===== config.mk =====
export PLATFORM = sky130hd
export DESIGN_NAME = result_packet_gather
export DESIGN_NICKNAME = d
export VERILOG_FILES = /design/src/rtl/result_packet_gather_pkg.sv /design/src/rtl/result_packet_gather_slot_merge.sv /design/src/rtl/result_packet_gather.sv
export SDC_FILE = /design/constraint.sdc
export NUM_CORES = 1
export LEC_CHECK = 0
export BUFFER_PORTS_ARGS = -buffer_cell sky130_fd_sc_hd__buf_2
export CAP_MARGIN = 10
export CORE_AREA = 10 10 189 191
export CTS_CLUSTER_DIAMETER = 100
export DETAILED_ROUTE_END_ITERATION = 10
export DIE_AREA = 0 0 199 201
export PLACE_DENSITY = 0.81
export SLEW_MARGIN = 0
export SYNTH_ARGS = -nofsm -noshare
export SYNTH_HDL_FRONTEND = slang
export SYNTH_SLANG_ARGS = --single-unit

===== constraint.sdc =====
create_clock -name clk -period 3.9 [get_ports clk]
set_input_delay 0.195 -clock clk [delete_from_list [all_inputs] [get_ports clk]]
set_output_delay 0.195 -clock clk [all_outputs]
set_load 0.01 [all_outputs]

===== src/rtl/result_packet_gather_pkg.sv =====
// result_packet_gather_pkg
// Shared definitions for the result packet gather block: derived size
// functions, the gather state enum and the commit header struct used on
// both the input and output sides.
package result_packet_gather_pkg;

  // Default header field widths; the header struct is built from these.
  localparam int DEF_UUID_W = 44;
  localparam int DEF_NW_W   = 2;
  localparam int DEF_PC_W   = 30;
  localparam int DEF_NR_W   = 6;

  // Number of lane packets that make up one warp.
  function automatic int num_packets(input int nt, input int nl);
    return nt / nl;
  endfunction

  // Packet index width; a single-packet warp still carries a 1-bit pid.
  function automatic int pid_w(input int nt, input int nl);
    int np;
    np = nt / nl;
    return (np > 1) ? $clog2(np) : 1;
  endfunction

  typedef enum logic [1:0] {
    ST_IDLE  = 2'd0,  // no partial warp
    ST_ACCUM = 2'd1,  // sop seen, waiting for eop
    ST_FULL  = 2'd2   // complete record held for output
  } state_t;

  typedef struct packed {
    logic [DEF_UUID_W-1:0] uuid;
    logic [DEF_NW_W-1:0]   wid;
    logic [DEF_PC_W-1:0]   pc;
    logic                  wb;
    logic [DEF_NR_W-1:0]   rd;
  } hdr_t;

endpackage


===== src/rtl/result_packet_gather_slot_merge.sv =====
// gather_slot_merge
// Combinational slice writer. Optionally clears the accumulated thread mask
// and data, then overwrites the slice selected by i_pid with the packet's
// lane mask and lane data. All other slices pass through unchanged.
// Ports:
//   i_tmask/i_data        current accumulated mask / data
//   i_pid                 packet index selecting the slice
//   i_pkt_tmask/i_pkt_data packet lane mask / data (lane 0 in LSBs)
//   i_clear               zero everything before the slice write
//   o_tmask/o_data        next accumulated mask / data
module gather_slot_merge
  import result_packet_gather_pkg::*;
#(
  parameter int NUM_THREADS = 8,
  parameter int NUM_LANES   = 2,
  parameter int XLEN        = 32,
  parameter int PID_W       = 2
) (
  input  logic [NUM_THREADS-1:0]      i_tmask,
  input  logic [NUM_THREADS*XLEN-1:0] i_data,
  input  logic [PID_W-1:0]            i_pid,
  input  logic [NUM_LANES-1:0]        i_pkt_tmask,
  input  logic [NUM_LANES*XLEN-1:0]   i_pkt_data,
  input  logic                        i_clear,
  output logic [NUM_THREADS-1:0]      o_tmask,
  output logic [NUM_THREADS*XLEN-1:0] o_data
);

  localparam int NUM_PACKETS = num_packets(NUM_THREADS, NUM_LANES);

  always_comb begin
    o_tmask = i_clear ? '0 : i_tmask;
    o_data  = i_clear ? '0 : i_data;
    // Constant-indexed slices: one comparator per slot rather than a
    // variable part-select.
    for (int p = 0; p < NUM_PACKETS; p++) begin
      if (i_pid == PID_W'(p)) begin
        o_tmask[p*NUM_LANES +: NUM_LANES]          = i_pkt_tmask;
        o_data[p*NUM_LANES*XLEN +: NUM_LANES*XLEN] = i_pkt_data;
      end
    end
  end

endmodule


===== src/rtl/result_packet_gather.sv =====
// result_packet_gather
// Reassembles lane-sliced result packets (pid/sop/eop framed) into one
// full-warp commit record of NUM_THREADS lanes, held until downstream takes it.
// Optional build macro: GATHER_CHECK_EN enables the sticky framing error
// detector driving gather_err; without it gather_err is tied low.
// Ports:
//   clk, reset            clock, synchronous active-high reset
//   in_*                  input packet: header, lane mask/data, pid, sop, eop
//   in_valid/in_ready     input handshake
//   out_*                 commit record: latched header, merged mask/data
//   out_valid/out_ready   output handshake
//   gather_err            sticky framing error
//   o_dbg_state           current gather state (state_t encoding)
// Handshake: a transfer happens on a clock edge where valid && ready are both
// high; valid never waits on ready, and ready may depend on the far side's
// ready only (out_ready -> in_ready is the sole combinational path).
module result_packet_gather
  import result_packet_gather_pkg::*;
#(
  parameter  int NUM_THREADS = 8,
  parameter  int NUM_LANES   = 2,
  parameter  int XLEN        = 32,
  parameter  int UUID_W      = DEF_UUID_W,
  parameter  int NW_W        = DEF_NW_W,
  parameter  int PC_W        = DEF_PC_W,
  parameter  int NR_W        = DEF_NR_W,
  localparam int PID_W       = pid_w(NUM_THREADS, NUM_LANES)
) (
  input  logic                        clk,
  input  logic                        reset,
  input  logic                        in_valid,
  output logic                        in_ready,
  input  logic [UUID_W-1:0]           in_uuid,
  input  logic [NW_W-1:0]             in_wid,
  input  logic [NUM_LANES-1:0]        in_tmask,
  input  logic [PC_W-1:0]             in_pc,
  input  logic                        in_wb,
  input  logic [NR_W-1:0]             in_rd,
  input  logic [NUM_LANES*XLEN-1:0]   in_data,
  input  logic [PID_W-1:0]            in_pid,
  input  logic                        in_sop,
  input  logic                        in_eop,
  output logic                        out_valid,
  input  logic                        out_ready,
  output logic [UUID_W-1:0]           out_uuid,
  output logic [NW_W-1:0]             out_wid,
  output logic [PC_W-1:0]             out_pc,
  output logic                        out_wb,
  output logic [NR_W-1:0]             out_rd,
  output logic [NUM_THREADS-1:0]      out_tmask,
  output logic [NUM_THREADS*XLEN-1:0] out_data,
  output logic                        gather_err,
  output logic [1:0]                  o_dbg_state
);

  localparam int NUM_PACKETS = num_packets(NUM_THREADS, NUM_LANES);
  localparam bit SINGLE_PKT  = (NUM_PACKETS == 1);

  state_t                      r_state;
  hdr_t                        r_hdr;
  logic [NUM_THREADS-1:0]      r_tmask;
  logic [NUM_THREADS*XLEN-1:0] r_data;

  logic                        w_fire;
  logic                        w_sop;
  logic                        w_eop;
  logic [PID_W-1:0]            w_pid;
  logic [NUM_THREADS-1:0]      w_next_tmask;
  logic [NUM_THREADS*XLEN-1:0] w_next_data;

  // A held record blocks input unless it is drained in the same cycle.
  assign in_ready = (r_state != ST_FULL) || out_ready;
  assign w_fire   = in_valid && in_ready;

  // When a warp fits in one packet, every packet is a whole instruction.
  assign w_sop = SINGLE_PKT ? 1'b1 : in_sop;
  assign w_eop = SINGLE_PKT ? 1'b1 : in_eop;
  assign w_pid = SINGLE_PKT ? '0 : in_pid;

  gather_slot_merge #(
    .NUM_THREADS (NUM_THREADS),
    .NUM_LANES   (NUM_LANES),
    .XLEN        (XLEN),
    .PID_W       (PID_W)
  ) u_merge (
    .i_tmask     (r_tmask),
    .i_data      (r_data),
    .i_pid       (w_pid),
    .i_pkt_tmask (in_tmask),
    .i_pkt_data  (in_data),
    .i_clear     (w_sop),
    .o_tmask     (w_next_tmask),
    .o_data      (w_next_data)
  );

  always_ff @(posedge clk) begin
    if (reset) begin
      r_state <= ST_IDLE;
      r_hdr   <= '0;
      r_tmask <= '0;
      r_data  <= '0;
    end else if (w_fire) begin
      // A fire while FULL implies out_ready, so the old record is consumed
      // and the state simply follows the new packet.
      r_tmask <= w_next_tmask;
      r_data  <= w_next_data;
      if (w_sop) begin
        r_hdr.uuid <= in_uuid;
        r_hdr.wid  <= in_wid;
        r_hdr.pc   <= in_pc;
        r_hdr.wb   <= in_wb;
        r_hdr.rd   <= in_rd;
      end
      r_state <= w_eop ? ST_FULL : ST_ACCUM;
    end else if (r_state == ST_FULL && out_ready) begin
      r_state <= ST_IDLE;
    end
  end

  assign out_valid   = (r_state == ST_FULL);
  assign out_uuid    = r_hdr.uuid;
  assign out_wid     = r_hdr.wid;
  assign out_pc      = r_hdr.pc;
  assign out_wb      = r_hdr.wb;
  assign out_rd      = r_hdr.rd;
  assign out_tmask   = r_tmask;
  assign out_data    = r_data;
  assign o_dbg_state = r_state;

`ifdef GATHER_CHECK_EN
  logic [NUM_PACKETS-1:0] r_written;
  logic                   r_err;
  logic [NUM_PACKETS-1:0] w_pid_onehot;
  logic                   w_err_now;

  always_comb begin
    w_pid_onehot = '0;
    for (int p = 0; p < NUM_PACKETS; p++) begin
      if (w_pid == PID_W'(p)) w_pid_onehot[p] = 1'b1;
    end
    w_err_now = 1'b0;
    if (w_fire) begin
      if (!w_sop && r_state == ST_IDLE) w_err_now = 1'b1;
      if (w_sop && r_state == ST_ACCUM) w_err_now = 1'b1;
      if (!w_sop && (in_wid != r_hdr.wid || in_uuid != r_hdr.uuid)) w_err_now = 1'b1;
      // A sop restarts the slot map, so only continuation packets can collide.
      if (!w_sop && |(r_written & w_pid_onehot)) w_err_now = 1'b1;
    end
  end

  always_ff @(posedge clk) begin
    if (reset) begin
      r_written <= '0;
      r_err     <= 1'b0;
    end else begin
      if (w_err_now) r_err <= 1'b1;
      if (w_fire) r_written <= w_sop ? w_pid_onehot : (r_written | w_pid_onehot);
    end
  end

  assign gather_err = r_err;
`else
  assign gather_err = 1'b0;
`endif

endmodule


==> impl_results.md <==
* Outcome: complete, no violations
* Worst EP required at 3700 ps
* Area growth from synthesis to layout at 35.4%
* Routability-driven placement congestion ratio at 0.881
* Highest fanout seen on the critical path at 83
* CTS clk-pin slew, worst paths at 60 ps
* Largest area contributor in the netlist: dfxtp_1
* Mean area per synthesized cell at 9.75 um^2
* Placed cell area at 16000 um^2
* Filler instances at 2620
* Worst min-delay path class: primary input to flop
* Sequential share of the synthesized area at 0.521
* Clock insertion delay at the later pin of the skew report at 520 ps
* Synth top area share at 0.521
* Area contributors post-synth: dfxtp_1 (52%), o32ai_1 (15%), inv_1 (7.4%)
* Layout Cell Area excl Fill at 18200 um^2
* Die Ht at 201 um
* Critical path's slowest cell: buf_4
* Number of buffers created by CTS at 37
* Total count of max-transition violations in the final report at 0
* Smallest hold slack at 18.8 ps
* TritonCTS clock tree: yes
* Max stage delay on crit path at 710 ps
* Period utilisation layout at 0.659
* Detail-routed via count per cell at 5.82
* Detailed-router iteration count before antenna repair at 8
* Overall routing resource usage at 0.246
* Die Footprint at 40000 um^2
* Commonest cells after routing, fill and taps aside: buf_2 (506), dfxtp_1 (349), inv_1 (264), o32ai_1 (224), dlygate4sd3_1 (90)
* Routed wire length per instance at 23.1 um
* CP Cell Sequence: nor3b_4 -> inv_2 -> buf_4 -> buf_2
* Horizontal extent of the die at 199 um
* Sink count of the clock tree at 349
* IO buf count at 507
* Site Rows at 66
* Leakage power of the design at 7.54 nW
* Worst clock skew on the final layout at 7.93 ps
* Final Power at 8.23 mW
* DRC violation count after routing at 0
* Min-Delay Path Depth at 3
* Congestion Overflow GR at 0
* Ports placed on the boundary at 509
* CTS H-tree depth at 2
* Synthesis-stage register bit count at 349
* Achievable frequency at 389 MHz
* Count of antenna-violating nets left after detailed routing at 0
* Most common cell after layout, fill and taps aside: buf_2
* Crit path arrival time at 2370 ps
* Count of unique library cells instantiated by Yosys at 25
* Count of maximum capacitance violations at 0
* YS warnings at 0
* Total via count after detailed routing at 13.5k
* Synth Instances at 1375
* Share of layout cells above drive strength 1 at 0.336
* Wire length of the first global-routing pass at 79.0 mm
* Post-detail-place hpwl at 34.7 mm
* Largest voltage drop on the vdd net at 0.381 mV
* Minimum clock period at 2570 ps
* Starting Density at 0.419
* Setup WS pre-CTS at 1600 ps
* Vias in the first global route at 13.4k
* Path type of the worst setup path: flop to primary output
* DRT iter0 DRCs at 876
* Slew Limit Headroom at 0.332
* Layout Nets at 2036
* Areal power density over the cells at 453 nW/um^2
* Smallest setup slack after layout at 1330 ps
* Total Negative Setup Slacks at 0 ps
* Post-CTS Repair Setup Buffers at 0
* Hold violation total from the final report at 0
* Startpoint Class: flop
* Post-detailed-routing wire length at 53.4 mm
* Total core area at 32000 um^2
* Maximum number of buffers from clock root to sink at 3
* Initial antenna violation count at 1
* Clock tree root driver cell: clkbuf_16
* Pin count of the biggest net entering global routing at 127
* Kind of capture point of the worst setup path: primary output
* Syn nets at 1532
* Reg2Reg Depth at 5
* Slew of the pin with the lowest slew margin at 1000 ps
* Finish-stage setup viols at 0
* RSZ-0062 raised after global routing: false
* Synthesized cell area at 13400 um^2
==> per-stage QoR <==
stage,instances,utilization
after detailed placement,2158,0.501
final,2316,0.567
after floorplan,1375,-
after CTS,2315,0.567
after global placement,2158,0.501
after global routing,2316,0.567
==> cells in the mapped netlist <==
master,count
buf_1,18
inv_1,266
conb_1,1
clkbuf_1,94
o211a_1,2
o32ai_1,224
a311oi_1,1
a21oi_1,85
buf_2,38
nor3b_2,1
buf_4,5
nor2b_1,3
buf_6,5
nand4_1,84
a22oi_1,1
o211a_2,1
nor2_1,2
o31ai_1,83
nand3_1,3
inv_2,1
nand2b_1,66
dfxtp_1,349
nor3_1,1
mux2i_1,1
o32ai_2,40
==> state kept, by name, summed over array words and instances (netlist names) <==
signal       cells
out_wb           1
out_tmask        8
o_dbg_state      2
out_data       256
out_pc          30
out_wid          2
out_rd           6
out_uuid        44
==> metal layers <==
metal	global-route usage	wire length, um	share of wire	vias to the layer above
met2	0.418	25700	0.48	871
met4	0.102	2130	0.040	0
met3	0.0813	6280	0.12	140
li1	-	-	-	6023
met1	0.277	19200	0.36	6439
met5	0	0	0	-
==> worst paths after layout <==
check	start	endpoint	slack, ps
max	o_dbg_state[0]	in_ready	1330
min	in_data[59]	out_data[123]	20
max reg2reg	o_dbg_state[0]	out_data[223]	1440
min reg2reg	out_uuid[4]	out_uuid[4]	470
==> critical path: cells and delay by family (launching register included) <==
kind,cells,cell delay (ps)
flops,1,480
simple gates,1,90
buf+inv,3,1220
==> logic make-up after synthesis <==
kind of cell / Yosys count / synth area share
compound gates: 437 / 0.276
buf+inv: 427 / 0.127
flops: 349 / 0.521
mux: 1 / 0.000746
other cells: 1 / 0.000280
simple gates: 160 / 0.0744
==> where the power goes <==
| group | total [mW] | switching [mW] | internal, mW | leakage [nW] |
|---|---|---|---|---|
| clock | 3.51 | 1.45 | 2.06 | 0.592 |
| combinational | 0.957 | 0.603 | 0.354 | 4.12 |
| sequential | 3.76 | 0.0716 | 3.69 | 2.84 |
| total | 8.23 | 2.12 | 6.10 | 7.54 |
==> area by class of cell <==
class | instances | area (um^2) | share of cell area
sequential | 349 | 6990 | 0.385
timing repair buffer | 625 | 3670 | 0.202
clock buffer | 58 | 1080 | 0.0597
multi-input combinational | 599 | 4770 | 0.263
antenna | 1 | 2.50 | 0.000138
clock inverter | 9 | 125 | 0.00689
inverter | 267 | 1000 | 0.0552
tap | 408 | 510 | 0.0281
==> timing repair <==
item                      in CTS  in global routing
hold buffers                  90                  0
gates resized for setup        0                  0
hold endpoints to repair     102                  0
(Power assumes the default switching activity.)
